$ cat config.mk
export PLATFORM = sky130hd
export DESIGN_NAME = lvds_tx_ctrl
export DESIGN_NICKNAME = d
export VERILOG_FILES = /design/src/rtl/lvds_tx_pkg.sv /design/src/rtl/lvds_prbs7.sv /design/src/rtl/lvds_tx_ctrl.sv
export SDC_FILE = /design/constraint.sdc
export NUM_CORES = 1
export LEC_CHECK = 0
export ABC_AREA = 1
export CAP_MARGIN = 20
export CORE_MARGIN = 1.5
export CORE_UTILIZATION = 40
export DETAILED_ROUTE_END_ITERATION = 8
export PLACE_DENSITY = 0.72
export SLEW_MARGIN = 20
export SYNTH_ARGS = -nofsm -noshare
export SYNTH_HDL_FRONTEND = slang
export SYNTH_SLANG_ARGS = --single-unit
$ cat constraint.sdc
create_clock -name clk -period 1.5 [get_ports clk]
set_input_delay 0.3 -clock clk [delete_from_list [all_inputs] [get_ports clk]]
set_output_delay 0.3 -clock clk [all_outputs]
set_load 0.005 [all_outputs]
$ cat src/rtl/lvds_tx_pkg.sv
// Shared types and constants for the 4-lane 7:1 LVDS transmit sequencer.
// Includes the PRBS7 word helper used by lvds_prbs7 when LVDS_PRBS_EN is defined.
package lvds_tx_pkg;

   localparam int LANES         = 4;
   localparam int BITS_PER_LANE = 7;
   localparam int WORD_W        = LANES * BITS_PER_LANE;

   localparam logic [BITS_PER_LANE-1:0] PRBS7_SEED    = 7'h7F;
   localparam logic [WORD_W-1:0]        TRAIN_PATTERN = {LANES{7'b0011110}};
   localparam logic [WORD_W-1:0]        IDLE_PATTERN  = 28'h0;

   typedef enum logic [2:0] {
      WAIT_LOCK,
      SER_RST,
      IDLE,
      TRAIN,
      RUN
   } tx_state_t;

   // Next 7 bits of x^7+x^6+1; bit 0 is the first generated (first sent).
   // The LFSR state after these 7 steps is this word bit-reversed.
   function automatic logic [BITS_PER_LANE-1:0] prbs7_word(input logic [BITS_PER_LANE-1:0] state);
      logic [BITS_PER_LANE-1:0] s;
      logic [BITS_PER_LANE-1:0] w;
      s = state;
      w = '0;
      for (int k = 0; k < BITS_PER_LANE; k++) begin
         w[k] = s[6] ^ s[5];
         s    = {s[5:0], w[k]};
      end
      return w;
   endfunction

endpackage

$ cat src/rtl/lvds_prbs7.sv
// One-lane PRBS7 generator producing 7 bits per clock, with advance and reseed.
// Only instantiated when LVDS_PRBS_EN is defined.
module lvds_prbs7
   import lvds_tx_pkg::*;
(
   input  logic                     clk,
   input  logic                     rst_n,
   input  logic                     advance,
   input  logic                     reseed,
   output logic [BITS_PER_LANE-1:0] data
);

   logic [BITS_PER_LANE-1:0] lfsr_reg;
   logic [BITS_PER_LANE-1:0] lfsr_next;

   assign data = prbs7_word(lfsr_reg);

   always_comb begin
      lfsr_next = lfsr_reg;
      if (reseed) begin
         lfsr_next = PRBS7_SEED;
      end else if (advance) begin
         for (int k = 0; k < BITS_PER_LANE; k++) begin
            lfsr_next[BITS_PER_LANE-1-k] = data[k];
         end
      end
   end

   always_ff @(posedge clk or negedge rst_n) begin
      if (!rst_n) begin
         lfsr_reg <= PRBS7_SEED;
      end else begin
         lfsr_reg <= lfsr_next;
      end
   end

endmodule

$ cat src/rtl/lvds_tx_ctrl.sv
// Sequencer/framer for the 4-lane 7:1 LVDS transmitter: lock wait, serdes reset, training, streaming.
// Optional PRBS7 test output is built when the macro LVDS_PRBS_EN is defined.
module lvds_tx_ctrl
   import lvds_tx_pkg::*;
#(
   parameter int LOCK_CYCLES  = 256,
   parameter int RST_CYCLES   = 16,
   parameter int TRAIN_CYCLES = 64
) (
   input  logic              clk,
   input  logic              rst_n,
   input  logic              pll_locked,
   input  logic              tx_en,
   input  logic [WORD_W-1:0] s_data,
   input  logic              s_valid,
   output logic              s_ready,
   output logic [WORD_W-1:0] dat_out,
   output logic              serdes_rst,
   output logic              link_up,
   output logic [15:0]       underflow_cnt
`ifdef LVDS_PRBS_EN
   ,
   input  logic              prbs_mode
`endif
);

   localparam int MAX_CNT = (LOCK_CYCLES > RST_CYCLES) ?
                            ((LOCK_CYCLES > TRAIN_CYCLES) ? LOCK_CYCLES : TRAIN_CYCLES) :
                            ((RST_CYCLES > TRAIN_CYCLES) ? RST_CYCLES : TRAIN_CYCLES);
   localparam int CNT_W = $clog2(MAX_CNT);

   localparam logic [CNT_W-1:0] LOCK_LD  = CNT_W'(LOCK_CYCLES - 1);
   localparam logic [CNT_W-1:0] RST_LD   = CNT_W'(RST_CYCLES - 1);
   localparam logic [CNT_W-1:0] TRAIN_LD = CNT_W'(TRAIN_CYCLES - 1);

   tx_state_t         state_reg;
   tx_state_t         state_next;
   logic [CNT_W-1:0]  cnt_reg;
   logic [CNT_W-1:0]  cnt_next;
   logic              lock_meta_reg;
   logic              lock_s_reg;
   logic [WORD_W-1:0] dat_out_reg;
   logic [WORD_W-1:0] dat_out_next;
   logic [15:0]       underflow_reg;
   logic [15:0]       underflow_next;
   logic              run_active;
   logic              prbs_active;
   logic              accept;

   // pll_locked is asynchronous to clk
   always_ff @(posedge clk or negedge rst_n) begin
      if (!rst_n) begin
         lock_meta_reg <= 1'b0;
         lock_s_reg    <= 1'b0;
      end else begin
         lock_meta_reg <= pll_locked;
         lock_s_reg    <= lock_meta_reg;
      end
   end

`ifdef LVDS_PRBS_EN
   logic              prbs_mode_reg;
   logic              prbs_reseed;
   logic [WORD_W-1:0] prbs_word;

   always_ff @(posedge clk or negedge rst_n) begin
      if (!rst_n) begin
         prbs_mode_reg <= 1'b0;
      end else begin
         prbs_mode_reg <= prbs_mode;
      end
   end

   assign prbs_active = run_active && prbs_mode_reg;
   assign prbs_reseed = (state_next == RUN) && (state_reg != RUN);

   genvar gi;
   generate
      for (gi = 0; gi < LANES; gi++) begin : g_lane
         lvds_prbs7 u_prbs7 (
            .clk     (clk),
            .rst_n   (rst_n),
            .advance (prbs_active),
            .reseed  (prbs_reseed),
            .data    (prbs_word[gi*BITS_PER_LANE +: BITS_PER_LANE])
         );
      end
   endgenerate
`else
   assign prbs_active = 1'b0;
`endif

   // Gating with lock_s guarantees no beat is taken in the cycle lock loss forces WAIT_LOCK.
   assign run_active = (state_reg == RUN) && lock_s_reg;
   assign s_ready    = run_active && !prbs_active;
   assign accept     = s_valid && s_ready;
   assign link_up    = (state_reg == RUN);
   assign serdes_rst = (state_reg == WAIT_LOCK) || (state_reg == SER_RST);
   assign dat_out       = dat_out_reg;
   assign underflow_cnt = underflow_reg;

   always_comb begin
      state_next = state_reg;
      cnt_next   = cnt_reg;
      case (state_reg)
         WAIT_LOCK: begin
            if (!lock_s_reg) begin
               cnt_next = LOCK_LD;
            end else if (cnt_reg == '0) begin
               state_next = SER_RST;
               cnt_next   = RST_LD;
            end else begin
               cnt_next = cnt_reg - 1'b1;
            end
         end
         SER_RST: begin
            if (cnt_reg == '0) begin
               state_next = IDLE;
            end else begin
               cnt_next = cnt_reg - 1'b1;
            end
         end
         IDLE: begin
            if (tx_en) begin
               state_next = TRAIN;
               cnt_next   = TRAIN_LD;
            end
         end
         TRAIN: begin
            if (!tx_en) begin
               state_next = IDLE;
            end else if (cnt_reg == '0) begin
               state_next = RUN;
            end else begin
               cnt_next = cnt_reg - 1'b1;
            end
         end
         RUN: begin
            if (!tx_en) begin
               state_next = IDLE;
            end
         end
         default: begin
            state_next = WAIT_LOCK;
            cnt_next   = LOCK_LD;
         end
      endcase

      // Lock loss overrides tx_en and any counter expiry.
      if ((state_reg != WAIT_LOCK) && !lock_s_reg) begin
         state_next = WAIT_LOCK;
         cnt_next   = LOCK_LD;
      end
   end

   always_comb begin
      dat_out_next = IDLE_PATTERN;
      if (state_next == TRAIN) begin
         dat_out_next = TRAIN_PATTERN;
      end else if (accept) begin
         dat_out_next = s_data;
      end
`ifdef LVDS_PRBS_EN
      else if (prbs_active) begin
         dat_out_next = prbs_word;
      end
`endif
   end

   always_comb begin
      underflow_next = underflow_reg;
      if ((state_reg == RUN) && !prbs_active && !s_valid && (underflow_reg != 16'hFFFF)) begin
         underflow_next = underflow_reg + 16'd1;
      end
   end

   always_ff @(posedge clk or negedge rst_n) begin
      if (!rst_n) begin
         state_reg     <= WAIT_LOCK;
         cnt_reg       <= LOCK_LD;
         dat_out_reg   <= IDLE_PATTERN;
         underflow_reg <= 16'd0;
      end else begin
         state_reg     <= state_next;
         cnt_reg       <= cnt_next;
         dat_out_reg   <= dat_out_next;
         underflow_reg <= underflow_next;
      end
   end

endmodule

==> results of run 1 <==
==> routing by layer <==
layer,GRT usage [%],wire length [microns],up-vias,share of wire (%)
li1,-,-,1440,-
met1,25.83,3441,1417,40
met2,37.28,4504,114,52
met3,5.972,539,17,6.2
met4,7.937,188,0,2.2
met5,0,0,-,0
==> power by group through the flow <==
stage	sequential, mW	clock (mW)	combinational (mW)
finish	1.56	1.84	0.207
global route	1.56	1.95	0.229
CTS	1.56	1.86	0.194
detailed placement	1.59	0	0.188
global placement	1.59	0	0.184
floorplan	1.59	0	0.0422
==> metrics by stage <==
| stage | instance area, sq um | power, mW | hold slack [ns] | setup TNS [ns] | util [%] |
|---|---|---|---|---|---|
| floorplan | 2860 | 1.628 | 0.004409 | -0.2631 | - |
| detailed placement | 4091 | 1.773 | 0.3339 | -1.645 | 59.89 |
| finish | 5011 | 3.605 | 0.3564 | -1.712 | 73.35 |
| global route | 5011 | 3.733 | 0.3672 | -4.196 | 73.35 |
| CTS | 4562 | 3.610 | 0.3608 | -1.117 | 66.78 |
| global placement | 4091 | 1.769 | 0.3201 | -0.9336 | 59.89 |
==> layout make-up <==
type                       count  area, sq um  area share, %
sequential                    57         1440          28.74
tap                           96        120.1          2.397
clock buffer                   9        123.9          2.472
clock inverter                 7        127.6          2.547
multi-input combinational    253         1572          31.36
inverter                      45        178.9          3.571
timing repair buffer         153         1449          28.91
==> logic make-up after synthesis <==
| family | share of synthesized area (%) |
|---|---|
| adders and majority gates | 0.8844 |
| DFF | 50.77 |
| xor gates and xnor gates | 3.405 |
| buffers and inverters | 7.474 |
| and+or+nand+nor | 32.02 |
| AOI/OAI and AO/OA | 5.440 |
==> cells in the mapped netlist (all sizes together), types with 2 or more instances <==
master and number:
nand2 128, dfrtp 49, nor2 47, inv 45, nand3 24, o21ai 20, dfstp 8, xor2 7
nand4 6, nor3 6, buf 4, xnor2 4, a21oi 3, ha 2
==> final timing paths <==
check                                   start          end  slack (ns)  cells past startpoint
worst max-delay path             state_reg[0]      s_ready       -0.12                      5
worst min-delay path            lock_meta_reg   lock_s_reg        0.36                      0
worst max register to register   state_reg[0]  dat_out[10]       -0.09                     10
worst min register to register  lock_meta_reg   lock_s_reg        0.36                      0
max in group asynchronous               rst_n   cnt_reg[2]        0.68                      3
min in group asynchronous               rst_n  dat_out[21]        0.50                      3
==> critical path, stage by stage (launching register included) <==
cell and delay, ns:
dfrtp_1 0.43, nor2_4 0.11, nand2_2 0.07, buf_6 0.14, nor2_4 0.10, buf_2 0.13
==> what timing repair did <==
item | in CTS | in global routing
hold buffers | 1 | 0
gates resized for setup | 61 | 113
cloned | 1 | 1
buffers inserted | 23 | 8
pin swaps | 7 | 25
hold endpoints to repair | 49 | 0
endpoints found under the setup margin | 44 | 63
==> metrics.json, run 1 <==
{
  "die": {
    "ioPinCount": 80,
    "floorplan.core_area_sq_um": 6832,
    "die_h_microns": 87.10,
    "die_area_sq_um": 7586,
    "initial_core_util_pct": 41.41,
    "floorplan.rows": 30,
    "floorplan.die.width_microns": 87.10
  },
  "power": {
    "combPwrFrac_pct": 5.7,
    "static-leakage-power_nw": 2.822,
    "internal_power_mw": 2.790,
    "vdd_drop_max_mv": 0.8785,
    "total_switching_power_uw": 815.0,
    "netSwitchingFraction_pct": 22.60,
    "p_clk_share_pct": 51.1,
    "seq_power_share_pct": 43.2,
    "power-per-cell-area_nw_per_um2": 719.5
  },
  "sta": {
    "setup-violations-final": 24,
    "min_period_ns": 1.623,
    "worst-slew-pin-transition_ns": 0.3031,
    "layout_setup_ws_ns": -0.1235,
    "finalCritPeriodShare_pct": 108.2,
    "rsz0062_at_grt": "true",
    "slew_viol_final": 0,
    "clock-skew-final_ns": 0.01070,
    "timing.final.hold_violations": 0,
    "slew_headroom_pct": 79.79,
    "fmax_ghz": 0.6160
  },
  "cells_and_area": {
    "area.growth.synth_to_final_pct": 77.13,
    "post_layout_nonfiller_instances": 620,
    "fillers": 471,
    "largest_reg_flops": 28,
    "insertedDiodeCount": 0,
    "layout.cells.most_common": "nand2_1",
    "mostFrequentLayoutCells": "nand2_1 (97), buf_4 (55), dfrtp_1 (46)",
    "final_layout_size_suffix_gt1_share_pct": 37.02,
    "nNetsFinal": 554
  },
  "route": {
    "dr.pass1.iters": 5,
    "ant_nets": 0,
    "vias_per_cell": 4.819,
    "via_count": 2988,
    "drt-initial-drc-count": 205,
    "totalWireLength_mm": 8.674,
    "drc": 0,
    "routedWlPerCell_microns": 13.99
  },
  "global_route": {
    "grt_start_max_net_pins": 58,
    "antenna_violations_before_repair": 0,
    "via_count_of_the_first_global_routing_pass": 2827,
    "grt.total_usage_pct": 21.64,
    "grt_overflow_total": 0,
    "grt_first_pass_wirelength_mm": 12.59
  },
  "yosys": {
    "ys_seq_area_share_pct": 50.77,
    "synthTopCellsByArea": "dfrtp_1 (43%), nand2_1 (17%), dfstp_2 (7.4%)",
    "count_of_unique_library_cells_instantiated_by_yosys": 29,
    "asyncSetResetFlopFracSynth_pct": 100.0,
    "synth-main-ff-cell": "dfrtp_1",
    "synth_largest_type_area_fraction_pct": 43.34,
    "register_bit_count_reported_by_yosys": 57,
    "synth_edf_count": 0,
    "post_synth_inst_count": 358,
    "synth_largest_area_cell": "dfrtp_1",
    "synth.net_count": 393,
    "yosys_warnings": 0,
    "post_synth.cell_area_avg_sq_um": 7.902,
    "syn-cell-area_sq_um": 2829
  },
  "setup_path": {
    "start_kind": "register",
    "cp_data_required_time_ns": 1.20,
    "critical_path.endpoint_type": "primary output",
    "criticalPathCategory": "reg -> out",
    "timing.critical_path.fanout_max": 3,
    "worstPathArrival_ns": 1.32
  },
  "outcome": {
    "failed_checks": "negative setup slack",
    "run_status": "finished with violations"
  },
  "placement": {
    "placed_cells": 572,
    "placed_wire_length_estimate_after_detailed_placement_mm": 5.149,
    "place.gp.congestion": 0.9376,
    "place_ws_ns": -0.1124,
    "port_buffer_cells": 79
  },
  "clock_tree": {
    "clk_transition_reported_paths_ns": 0.08,
    "cts_root_buf": "clkbuf_8",
    "tritoncts": "built",
    "max-clock-path-buffers": 2,
    "cts_made_buffers": 9,
    "clkLatencyLatePin_ns": 0.35,
    "clock_sinks": 57,
    "htree_num_levels": 3
  },
  "worst_hold_path": {
    "hold_path.class": "reg -> reg"
  },
  "flow_run": {
    "maxCapViolations": 0
  }
}
(Power assumes the default switching activity.)
==> inputs of run 2 (changes only) <==
Settings changed: SYNTH_HIERARCHICAL set to 1.
==> results of run 2 <==
Same layout as run 1: the final DEF is identical, and so are final timing and power.
Among the figures that moved: Yosys warning count 0 -> 6
